===== config.mk =====
export PLATFORM = sky130hd
export DESIGN_NAME = mc_key_extract
export DESIGN_NICKNAME = d
export VERILOG_FILES = /design/src/rtl/mc_pkg.sv /design/src/rtl/mc_key_pack.sv /design/src/rtl/mc_key_extract.sv
export SDC_FILE = /design/constraint.sdc
export NUM_CORES = 1
export LEC_CHECK = 0
export BUFFER_PORTS_ARGS = -buffer_cell sky130_fd_sc_hd__buf_2
export CAP_MARGIN = 20
export CORE_UTILIZATION = 30
export CTS_BUF_LIST = sky130_fd_sc_hd__clkbuf_8
export DETAILED_ROUTE_END_ITERATION = 16
export GPL_ROUTABILITY_DRIVEN = 0
export PLACE_DENSITY = 0.48
export SLEW_MARGIN = 10
export SYNTH_ARGS = -nofsm -noshare
export SYNTH_HDL_FRONTEND = slang
export SYNTH_HIERARCHICAL = 1
export SYNTH_SLANG_ARGS = --single-unit

===== constraint.sdc =====
create_clock -name CLK -period 11.6 [get_ports CLK]
set_input_delay 1.16 -clock CLK [delete_from_list [all_inputs] [get_ports CLK]]
set_output_delay 1.16 -clock CLK [all_outputs]
set_load 0.02 [all_outputs]

===== src/rtl/mc_pkg.sv =====
// Shared constants for the memcache key extraction path: ASCII codes, the
// "get " command literal, error encodings and the parser state encoding.
package mc_pkg;

   localparam int MAX_KEY_DEF = 12;

   localparam logic [7:0] CH_SP    = 8'h20;
   localparam logic [7:0] CH_CR    = 8'h0d;
   localparam logic [7:0] CH_LF    = 8'h0a;
   localparam logic [7:0] CH_PR_LO = 8'h21;
   localparam logic [7:0] CH_PR_HI = 8'h7e;

   // "get " with 'g' in the top byte, i.e. stream order from MSB down
   localparam logic [31:0] CMD_GET = 32'h67657420;

   localparam logic [1:0] ERR_BADCMD  = 2'd0;
   localparam logic [1:0] ERR_TOOLONG = 2'd1;
   localparam logic [1:0] ERR_BADCHAR = 2'd2;
   localparam logic [1:0] ERR_ABORT   = 2'd3;

   typedef enum logic [2:0] {
      ST_IDLE,
      ST_CMD,
      ST_KEY,
      ST_LF,
      ST_DROP
   } state_t;

   function automatic logic [7:0] cmd_byte(input logic [1:0] idx);
      logic [7:0] b;
      case (idx)
         2'd0:    b = CMD_GET[31:24];
         2'd1:    b = CMD_GET[23:16];
         2'd2:    b = CMD_GET[15:8];
         default: b = CMD_GET[7:0];
      endcase
      return b;
   endfunction

endpackage


===== src/rtl/mc_key_pack.sv =====
// Byte-lane key accumulator: writes key bytes by index into a 96-bit work
// register and snapshots it (plus length) to the outputs on emit.
module mc_key_pack
   import mc_pkg::*;
(
   input  logic        CLK,
   input  logic        RST,
   input  logic        wr_en,
   input  logic [3:0]  wr_idx,
   input  logic [7:0]  wr_data,
   input  logic        clr,
   input  logic        emit,
   input  logic [7:0]  emit_len,
   output logic [7:0]  key_length,
   output logic [31:0] k0,
   output logic [31:0] k1,
   output logic [31:0] k2
);

   logic [95:0] work;

   always_ff @(posedge CLK or posedge RST) begin
      if (RST) begin
         work       <= '0;
         key_length <= '0;
         k0         <= '0;
         k1         <= '0;
         k2         <= '0;
      end else begin
         if (emit) begin
            key_length <= emit_len;
            k0         <= work[31:0];
            k1         <= work[63:32];
            k2         <= work[95:64];
         end
         // Clearing after the snapshot leaves the next key zero-padded
         if (emit || clr) begin
            work <= '0;
         end else if (wr_en) begin
            for (int i = 0; i < 12; i++) begin
               if (wr_idx == 4'(i)) work[8*i +: 8] <= wr_data;
            end
         end
      end
   end

endmodule


===== src/rtl/mc_key_extract.sv =====
// Parses framed memcache "get" commands and emits each key as length + k0..k2
// for lookup3. No backpressure: every rx_valid cycle consumes one byte.
module mc_key_extract
   import mc_pkg::*;
#(
   parameter int MAX_KEY = MAX_KEY_DEF
) (
   input  logic        CLK,
   input  logic        RST,
   input  logic [7:0]  rx_data,
   input  logic        rx_valid,
   input  logic        rx_sop,
   input  logic        rx_eop,
   output logic        key_valid,
   output logic [7:0]  key_length,
   output logic [31:0] k0,
   output logic [31:0] k1,
   output logic [31:0] k2,
   output logic        key_err,
   output logic [1:0]  err_code
);

   localparam logic [3:0] CNT_MAX = 4'(MAX_KEY);

   state_t     state, state_nx, cur;
   logic [3:0] cnt, cnt_nx;
   logic [1:0] idx, idx_nx;
   logic       got_key, got_key_nx;
   logic       wr_en, clr, emit;
   logic       byte_err, abort_old, eop_abort, err_nx;
   logic [1:0] byte_code;

   always_comb begin
      state_nx   = state;
      cnt_nx     = cnt;
      idx_nx     = idx;
      got_key_nx = got_key;
      cur        = state;
      wr_en      = 1'b0;
      clr        = 1'b0;
      emit       = 1'b0;
      byte_err   = 1'b0;
      byte_code  = ERR_BADCMD;
      abort_old  = 1'b0;
      eop_abort  = 1'b0;
      if (rx_valid) begin
         // A new sop restarts parsing on this byte; the old frame is aborted
         if (rx_sop && state != ST_IDLE) begin
            abort_old = (state != ST_DROP);
            cur       = ST_IDLE;
            state_nx  = ST_IDLE;
         end
         case (cur)
            ST_IDLE: begin
               if (rx_sop) begin
                  if (rx_data == cmd_byte(2'd0)) begin
                     state_nx = ST_CMD;
                     idx_nx   = 2'd1;
                  end else begin
                     byte_err = 1'b1;
                     state_nx = ST_DROP;
                  end
               end
            end
            ST_CMD: begin
               if (rx_data == cmd_byte(idx)) begin
                  if (idx == 2'd3) begin
                     state_nx   = ST_KEY;
                     cnt_nx     = 4'd0;
                     got_key_nx = 1'b0;
                     clr        = 1'b1;
                  end else begin
                     idx_nx = idx + 2'd1;
                  end
               end else begin
                  byte_err = 1'b1;
                  state_nx = ST_DROP;
               end
            end
            ST_KEY: begin
               if (rx_data >= CH_PR_LO && rx_data <= CH_PR_HI) begin
                  if (cnt >= CNT_MAX) begin
                     byte_err  = 1'b1;
                     byte_code = ERR_TOOLONG;
                     state_nx  = ST_DROP;
                  end else begin
                     wr_en  = 1'b1;
                     cnt_nx = cnt + 4'd1;
                  end
               end else if (rx_data == CH_SP) begin
                  if (cnt != 4'd0) begin
                     emit       = 1'b1;
                     cnt_nx     = 4'd0;
                     got_key_nx = 1'b1;
                  end
               end else if (rx_data == CH_CR) begin
                  if (cnt != 4'd0) begin
                     emit       = 1'b1;
                     cnt_nx     = 4'd0;
                     got_key_nx = 1'b1;
                     state_nx   = ST_LF;
                  end else if (!got_key) begin
                     byte_err = 1'b1;
                     state_nx = ST_DROP;
                  end else begin
                     state_nx = ST_LF;
                  end
               end else begin
                  byte_err  = 1'b1;
                  byte_code = ERR_BADCHAR;
                  state_nx  = ST_DROP;
               end
            end
            ST_LF: begin
               if (rx_data == CH_LF) begin
                  state_nx = ST_IDLE;
               end else begin
                  byte_err = 1'b1;
                  state_nx = ST_DROP;
               end
            end
            ST_DROP: ;
            default: state_nx = ST_IDLE;
         endcase
         if (rx_eop) begin
            eop_abort = (state_nx != ST_IDLE) && (state_nx != ST_DROP);
            state_nx  = ST_IDLE;
         end
      end
      err_nx = byte_err | abort_old | eop_abort;
   end

   always_ff @(posedge CLK or posedge RST) begin
      if (RST) begin
         state     <= ST_IDLE;
         cnt       <= '0;
         idx       <= '0;
         got_key   <= 1'b0;
         key_valid <= 1'b0;
         key_err   <= 1'b0;
         err_code  <= '0;
      end else begin
         state     <= state_nx;
         cnt       <= cnt_nx;
         idx       <= idx_nx;
         got_key   <= got_key_nx;
         key_valid <= emit;
         key_err   <= err_nx;
         if (err_nx) err_code <= byte_err ? byte_code : ERR_ABORT;
      end
   end

   mc_key_pack u_pack (
      .CLK        (CLK),
      .RST        (RST),
      .wr_en      (wr_en),
      .wr_idx     (cnt),
      .wr_data    (rx_data),
      .clr        (clr),
      .emit       (emit),
      .emit_len   ({4'd0, cnt}),
      .key_length (key_length),
      .k0         (k0),
      .k1         (k1),
      .k2         (k2)
   );

endmodule


=== After elaboration in Yosys (flattened, before gate mapping) ===
Index checks and enable logic that the tools add are counted.

* Memory bits (writable): 0
* Register bits after elaboration: 210
* Bits in latches: 0
* Memory bits (read-only): 0
* Memories: 0

* Multiplexer cells: 90
* Div/mod/pow operators: 0
* Magnitude comparators: 3
* Equality and inequality tests: 34
* Bitwise gates (word level): 2
* Shift-type cells: 0
* Reductions and logical operators: 40
* Add/subtract/negate cells: 2
* Multipliers: 0

{| class="wikitable"
|+ Operators with widths
! kind !! number
|-
| 2-to-1 mux 96 bit || 2
|-
| 2-to-1 mux 8 bit || 14
|-
| 2-to-1 mux 3 bit || 15
|-
| 2-to-1 mux 1 bit || 36
|-
| nonzero test 2 bit || 15
|-
| 2-to-1 mux 4 bit || 7
|-
| AND reduction 2 bit || 12
|-
| case mux 7 bit (3 select lines) || 1
|-
| 2-to-1 mux 2 bit || 10
|-
| AND reduction 6 bit || 3
|-
| == test 4 x 3 -> 1 bit, second input constant || 4
|-
| == test 4 bit, second input constant || 4
|-
| == test 8 x 4 -> 1 bit, second input constant || 2
|-
| case mux 3 bit (5 select lines) || 1
|-
| inequality test 2 bit, second input constant || 6
|-
| inequality test 3 bit, second input constant || 4
|-
| == test 4 x 2 -> 1 bit, second input constant || 2
|-
| == test 8 x 6 -> 1 bit, second input constant || 1
|-
| == test 8 x 7 -> 1 bit, second input constant || 1
|-
| == test 8 bit || 1
|-
| greater-or-equal comparator 8 x 6 -> 1 bit, second input constant || 1
|-
| <= comparator 8 x 7 -> 1 bit, second input constant || 1
|-
| case mux 4 bit (2 select lines) || 1
|-
| == test 3 x 2 -> 1 bit, second input constant || 2
|-
| other kinds (20) || 25
|}

=== Longest topological paths before layout ===
Gate-level depths: netlist of run 1.

* Depth after elaboration: 16
* Gate-level depth with buffers: 12
* Depth with buffers taken out: 11

=== Modules after synthesis ===
Netlist of run 1, hierarchy kept.

{| class="wikitable"
|+ By module, submodules not included
! module !! area each (sq um) !! cells an instance !! sequential area each (sq um) !! instances
|-
| mc_key_pack || 7877.6 || 560 || 5004.8 || 1
|-
| mc_key_extract || 1058.5 || 122 || 350.3 || 1
|}

=== Worst setup path after synthesis of run 1 ===
Ideal clock, no wire load.

* Kind: input-to-reg
* From: in rx_data[4]
* To: reg u_pack.work[16]
* Data arrival time: 3373 ps
* Setup time: 79 ps
* Path slack: 8148 ps
* Cell stages on the path: 10
* Path through: xor2_1 or4b_1 nor2_1 a21oi_1 nor2_1 nor3b_1 nor3b_2 and2_1 buf_4 mux2i_1

* Elaborated cells between the ends (all ways): 22
* Those cells by class: 2 x order compare; 3 x eq/ne; 12 x mux; 5 x reduce/logical

{| class="wikitable"
|+ RTL lines
! element !! RTL line !! RTL
|-
| start: declaration || mc_key_extract.sv:10 || <nowiki>input logic [7:0] rx_data,</nowiki>
|-
| greater-or-equal comparator 8 x 6 -> 1 bit / <= comparator 8 x 7 -> 1 bit (equally long branches) || mc_key_extract.sv:81 || <nowiki>if (rx_data >= CH_PR_LO && rx_data <= CH_PR_HI) begin</nowiki>
|-
| logical AND 1 bit (*) || mc_key_extract.sv:81 ||
|-
| 2-to-1 mux 1 bit (*) || mc_key_extract.sv:81 ||
|-
| 2-to-1 mux 1 bit (*) || mc_key_extract.sv:53 || <nowiki>case (cur)</nowiki>
|-
| 2-to-1 mux 1 bit (*) || mc_key_extract.sv:46 || <nowiki>if (rx_valid) begin</nowiki>
|-
| via wr_en || mc_key_extract.sv:29 || <nowiki>logic wr_en, clr, emit;</nowiki>
|-
| nonzero test 2 bit (no line) (*) || n/a ||
|-
| AND reduction 2 bit (no line) (*) || n/a ||
|-
| end signal: indexed assignment || mc_key_pack.sv:41 || <nowiki>if (wr_idx == 4'(i)) work[8*i +: 8] <= wr_data;</nowiki>
|-
| end: declaration || mc_key_pack.sv:20 || <nowiki>logic [95:0] work;</nowiki>
|}

Mark *: on every way through the listed nets, which the timed path passes. The rest lies on a longest branch.
A chain may end at the register's enable or synchronous reset.

=== Worst setup path after layout of run 1 ===
* From: reg cnt[0]
* To: reg u_pack.work[10]

* Longest elaborated chain between the ends: 10
* Elaborated cells between the ends (all ways): 18
* Those cells by class: 1 x order compare; 1 x eq/ne; 11 x mux; 5 x reduce/logical

{| class="wikitable"
|+ RTL lines
! element !! RTL line !! RTL
|-
| start: declaration || mc_key_extract.sv:26 || <nowiki>logic [3:0] cnt, cnt_nx;</nowiki>
|-
| start signal: assignment || mc_key_extract.sv:144 || <nowiki>cnt <= cnt_nx;</nowiki>
|-
| nonzero test 4 bit (*) || mc_key_extract.sv:91, mc_key_extract.sv:97 ||
|-
| 2-to-1 mux 1 bit (*) || mc_key_extract.sv:91, mc_key_extract.sv:97 ||
|-
| 2-to-1 mux 1 bit || mc_key_extract.sv:96 || <nowiki>end else if (rx_data == CH_CR) begin</nowiki>
|-
| 2-to-1 mux 1 bit (*) || mc_key_extract.sv:90 || <nowiki>end else if (rx_data == CH_SP) begin</nowiki>
|-
| 2-to-1 mux 1 bit (*) || mc_key_extract.sv:81 ||
|-
| 2-to-1 mux 1 bit (*) || mc_key_extract.sv:53 ||
|-
| 2-to-1 mux 1 bit (*) || mc_key_extract.sv:46 ||
|-
| via emit || mc_key_extract.sv:29 ||
|-
| logical OR 1 bit (*) || mc_key_pack.sv:37 || <nowiki>if (emit || clr) begin</nowiki>
|-
| nonzero test 2 bit (no line) || n/a ||
|-
| AND reduction 2 bit (no line) || n/a ||
|}

Marks and branches as above.

==> results of run 1 <==
==> report_power, final <==
part           switching, uW  total [uW]  internal [uW]
combinational           34.3        42.4           8.10
clock                    306         698            392
sequential              1.56         751            749
==> cell families (layout without fill, tap and decap cells) <==
kind of cell    Yosys count  in the layout  synth area share
flops                   214            214             0.599
buf+inv                  46            200            0.0267
mux                     201            201             0.240
compound gates           32             32            0.0260
other cells               1              4          0.000420
simple gates            179            179            0.0963
xor+xnor                  3              3           0.00294
fa+ha+maj                 6              6           0.00840
==> synth_stat cells (4+ instances only) <==
master,count,share of area
a21oi_1,6,0.0034
nand3_1,9,0.0050
inv_1,9,0.0038
nor2_1,13,0.0055
mux2i_1,96,0.11
and2_1,4,0.0028
nand2_1,110,0.046
nand2_2,8,0.0056
o21ai_0,6,0.0034
buf_4,10,0.0084
ha_1,6,0.0084
mux2_2,105,0.13
nor2b_1,4,0.0028
buf_2,22,0.012
dfrtp_1,214,0.60
==> path summary, 6_finish.rpt <==
check	startpoint	endpoint
max in group asynchronous	RST	u_pack/work[74]
min reg2reg	u_pack/work[6]	u_pack/k0[6]
min in group asynchronous	RST	state[0]
max	cnt[0]	u_pack/work[10]
min	u_pack/work[6]	u_pack/k0[6]
max reg2reg	cnt[0]	u_pack/work[10]
==> state kept, by name, summed over array words and instances (netlist names) <==
name               flops
err_code               2
state                  3
u_pack/k2             32
cnt                    4
idx                    2
key_err                1
u_pack/work           96
u_pack/k1             32
u_pack/key_length      8
u_pack/k0             32
got_key                1
key_valid              1
==> layer usage <==
metal / up-vias / part of all wire / routed length [microns] / track usage
met2: 138 / 0.46 / 9880 / 0.223
li1: 2625 / - / - / -
met1: 2850 / 0.48 / 10300 / 0.204
met3: 36 / 0.044 / 946 / 0.0272
met5: - / 0 / 0 / 0
met4: 0 / 0.019 / 420 / 0.0457
==> per-stage QoR <==
stage | hold WS, ps | instance area (sq um) | util | std cells
detailed placement | 483 | 9880 | 0.340 | 1157
finish | 489 | 10600 | 0.367 | 1223
CTS | 491 | 10600 | 0.367 | 1223
floorplan | 479 | 8950 | - | 685
global placement | 477 | 9880 | 0.340 | 1157
global route | 504 | 10600 | 0.367 | 1223
==> layout make-up <==
type,instances,area share
clock inverters,15,0.00635
inverters,10,0.00423
repair buffers,124,0.0592
multi-input cells,425,0.316
well taps,384,0.0451
flip-flops and latches,214,0.503
clock buffers,51,0.0659
==> critical path, stage by stage, from the launching register on <==
cell and delay (ps):
dfrtp_1 520, inv_1 150, ha_1 150, or3b_2 500, nand3_1 150, a21oi_4 40
buf_4 330, nor2_4 790, buf_4 710, nand2_1 690, mux2i_1 340
==> cell usage in the layout, fill, tap and decap left out, types with 8 or more instances in the layout <==
| master | instances |
|---|---|
| dfrtp_1 | 214 |
| buf_2 | 120 |
| nand2_1 | 110 |
| mux2_2 | 105 |
| mux2i_1 | 96 |
| clkbuf_8 | 51 |
| inv_1 | 19 |
| nor2_1 | 13 |
| nand3_1 | 9 |
| nand2_2 | 8 |
==> impl_metrics.tcl, run 1 <==
set metrics [dict create \
    powerDensity_nw_per_um2 140 \
    ant_nets 0 \
    syn2layout_area_growth_pct 19.1 \
    ff2ff_path_depth 10 \
    worst_slack_ps 7020 \
    rows 62 \
    fin_skew_ps 28.5 \
    die_h_microns 175 \
    coreArea_sq_um 29000 \
    grt_max_degree 133 \
    start_kind "flop" \
    rsz0062_at_grt "no" \
    ys.flop_type "dfrtp_1" \
    viasPerCell 4.62 \
    worst_pin_slew_ps 1010 \
    path_clk_slew_ps 50 \
    fillers 2927 \
    clk_latency_ps 530 \
    finalCritPeriodShare 0.395 \
    multi_input_area_sq_um 3360 \
    maxCapViolCount 0 \
    routed_wl_mm 21.6 \
    hold_path.class "flop to flop" \
    dr.pass1.iters 4 \
    cts_resized 0 \
    cts_sinks 214 \
    drive_gt1_frac 0.362 \
    netlist_area_sq_um 8940 \
    cp_data_required_time_ps 12020 \
    fin_nets 834 \
    crit_fanout 68 \
    root_buffer "clkbuf_8" \
    total_power_uw 1490 \
    cts_setup_buffers 0 \
    ios 121 \
    synth_seq_cells 214 \
    grt_first_pass_wirelength_mm 34.3 \
    wl_per_cell_microns 17.6 \
    grt_pass1_vias 5812 \
    synth.distinct_cells 52 \
    hold_depth 1 \
    post-place-ws_ps 6660 \
    synth-seq-area-share 0.599 \
    drc 0 \
    port_buffers 120 \
    grtUsageTotal 0.144 \
    cts_hold_buf 0 \
    syn_avg_cell_area_sq_um 13.1 \
    n_antenna_cell 0 \
    max_freq_mhz 219 \
    slew_headroom 0.330 \
    cp.arrival_ps 5000 \
    yosys_warnings 6 \
    async_reset_ff_frac 1.00 \
    cts-buffers-inserted 40 \
    die-width_microns 175 \
    cp-end-kind "flop" \
    min_period_ps 4580 \
    tns_ps 0 \
    die_area_sq_um 30500 \
    crit_type "flop to flop" \
    clockBufferDepth 3 \
    finalHoldViolCount 0 \
    antenna_found_initial 0 \
    grt_overflow_total 0 \
    place_hpwl_mm 13.4 \
    first_iter_violations 328 \
    cts_tree "yes" \
    postSynthCellCount 682 \
    regToRegSetupSlack_ps 7020 \
    finalSetupViolCount 0 \
    p_leak_uw 0.00596 \
    ff_latch_area_sq_um 5360 \
    start_util 0.308 \
    slew_viol_final 0 \
    vias 5649 \
    synth-edff-count 0 \
    ir_worst_vdd_mv 0.0865 \
    status "finished clean" \
    htreeDepth 2 \
]
No activity file was read; power rests on OpenSTA's default activity.
==> run 2, diff against run 1 <==
PLACE_DENSITY = 0.5   (was 0.48)
clock period = 4.02 ns   (was 11.6 ns; I/O delays follow)
==> run 2 against run 1 <==
Combinational power increased to 3.1 times the previous value. Routed wire length decreased by 0.64%. Highest routed layer unchanged. Largest cell class unchanged. Die area unchanged.
==> impl_metrics.tcl, run 2 (same netlist as run 1, synthesis figures left out) <==
set metrics [dict create \
    largest_register_ffs 96 \
    slowest_delay_ps 530 \
    grt_first_pass_wirelength_mm 34.2 \
    finalNonFillerCells 1224 \
    viasPerCell 4.64 \
    powerDensity_nw_per_um2 391 \
    top_register "u_pack/work" \
    cts_setup_buffers 0 \
    hold_path.class "primary input to flop" \
    p_seq_frac 0.518 \
    crit_fanout 8 \
    syn2layout_area_growth_pct 19.6 \
    grt_overflow_total 0 \
    layout_common_cells "dfrtp_1 (214), buf_2 (120), nand2_1 (110)" \
    crit_chain "inv_1 -> ha_1 -> xor2_1 -> or4b_1 -> nor2_1 -> a21oi_1 -> nor2_1 -> nor3b_1 -> buf_4 -> nor3b_2 -> and2_1 -> mux2i_1" \
    root_buffer "clkbuf_8" \
    first_iter_violations 282 \
    fin_skew_ps 14.8 \
    dr.pass1.iters 4 \
    ir_worst_vdd_mv 0.180 \
    port_buffers 120 \
    path_clk_slew_ps 60 \
    rsz0062_at_grt "no" \
    htreeDepth 2 \
    slew_viol_final 0 \
    place_hpwl_mm 13.6 \
    rows 62 \
    p_int_uw 3220 \
    drc 0 \
    cp_common_cell "nor2_1" \
    worst_slack_ps 665 \
    coreArea_sq_um 29000 \
    wl_per_cell_microns 17.5 \
    max_freq_mhz 298 \
    ant_nets 0 \
    tns_ps 0 \
    p_switching_uw 956 \
    p_comb_frac 0.032 \
    dp_cells 1167 \
    start_util 0.308 \
    start_kind "flop" \
    ios 121 \
    die_area_sq_um 30500 \
    critPathSlowestCell "or4b_1" \
    cp.arrival_ps 3790 \
    finalSetupViolCount 0 \
    post-place-ws_ps 714 \
    regToRegSetupSlack_ps 660 \
    routed_wl_mm 21.4 \
    n_antenna_cell 0 \
    cp-end-kind "flop" \
    clockBufferDepth 3 \
    slew_headroom 0.400 \
    status "finished clean" \
    drive_gt1_frac 0.364 \
    die_h_microns 175 \
    cts-buffers-inserted 38 \
    cts_resized 0 \
    clk_latency_ps 520 \
    min_period_ps 3360 \
    crit_buf_inv 2 \
    vias 5683 \
    crit_type "flop to flop" \
    grt_pass1_vias 5823 \
    whs_ps 141 \
    cts_sinks 214 \
    die-width_microns 175 \
    maxCapViolCount 0 \
    layout_commonest_cell "dfrtp_1" \
    cp_data_required_time_ps 4450 \
    finalHoldViolCount 0 \
    fillers 2890 \
    worst_pin_slew_ps 887 \
    switching_share 0.229 \
    p_leak_uw 0.00596 \
    crit_family "simple AND/OR/NAND/NOR gates" \
    grtUsageTotal 0.144 \
    antenna_found_initial 0 \
    grt_max_degree 107 \
    cts_tree "yes" \
    finalCritPeriodShare 0.835 \
    power_frac_clock 0.450 \
    fin_nets 843 \
]
run 2: changes by cell type in the layout (fill, tap and decap cells not counted), moves of 2 or more:
| cell | delta |
|---|---|
| clkbuf_8 | -8 |
| buf_4 | +6 |
| buf_12 | +4 |
| clkinv_2 | -2 |
| inv_1 | -2 |
| inv_6 | +2 |
| inv_8 | -2 |
run 2: what timing repair did:
action / CTS / global route
hold buffers: 1 / 0
endpoints found under the setup margin: 0 / 0
hold endpoints to repair: 20 / 0
run 2: path summary, 6_finish.rpt:
kind | end | depth (start not counted) | from
max | u_pack/work[21] | 12 | idx[0]
min | state[2] | 2 | rx_eop
max reg2reg | u_pack/work[21] | 12 | idx[0]
min reg2reg | u_pack/k2[16] | 1 | u_pack/work[80]
max in group asynchronous | u_pack/k0[12] | 4 | RST
min in group asynchronous | u_pack/key_length[4] | 3 | RST
run 2: per-stage QoR:
step                      area [sq um]  utilization  power, uW
after floorplan                   8950            -       2280
after global placement           10000        0.345       2340
after detailed placement         10000        0.345       2340
after CTS                        10700        0.368       4270
after global routing             10700        0.368       4370
final                            10700        0.368       4180
run 2: area by class of cell:
type | count | area [sq um] | share of cell area
repair buffers | 135 | 766 | 0.0717
inverters | 10 | 41.3 | 0.00386
clock buffers | 43 | 592 | 0.0554
clock inverters | 13 | 86.3 | 0.00808
well taps | 384 | 480 | 0.0450
multi-input cells | 425 | 3360 | 0.315
flip-flops and latches | 214 | 5360 | 0.501
run 2: per-layer routing:
layer / share of wire / track usage / up-vias
met5: 0 / 0 / -
met4: 0.018 / 0.0409 / 0
met3: 0.057 / 0.0348 / 38
met2: 0.44 / 0.211 / 141
met1: 0.49 / 0.209 / 2865
li1: - / - / 2639
run 2: power by group through the flow:
stage	Combinational, uW	Clock [uW]	Sequential (uW)
floorplan	70.5	0	2210
global placement	139	0	2200
detailed placement	138	0	2200
CTS	139	1960	2160
global route	151	2050	2160
finish	133	1880	2160
run 2: worst reg2reg max path: cells and delay by family (launching register included):
family | cells | cell delay (ps)
simple gates | 6 | 1940
mux | 1 | 250
xor+xnor | 1 | 130
compound gates | 1 | 80
buf+inv | 2 | 270
fa+ha+maj | 1 | 210
flops | 1 | 390
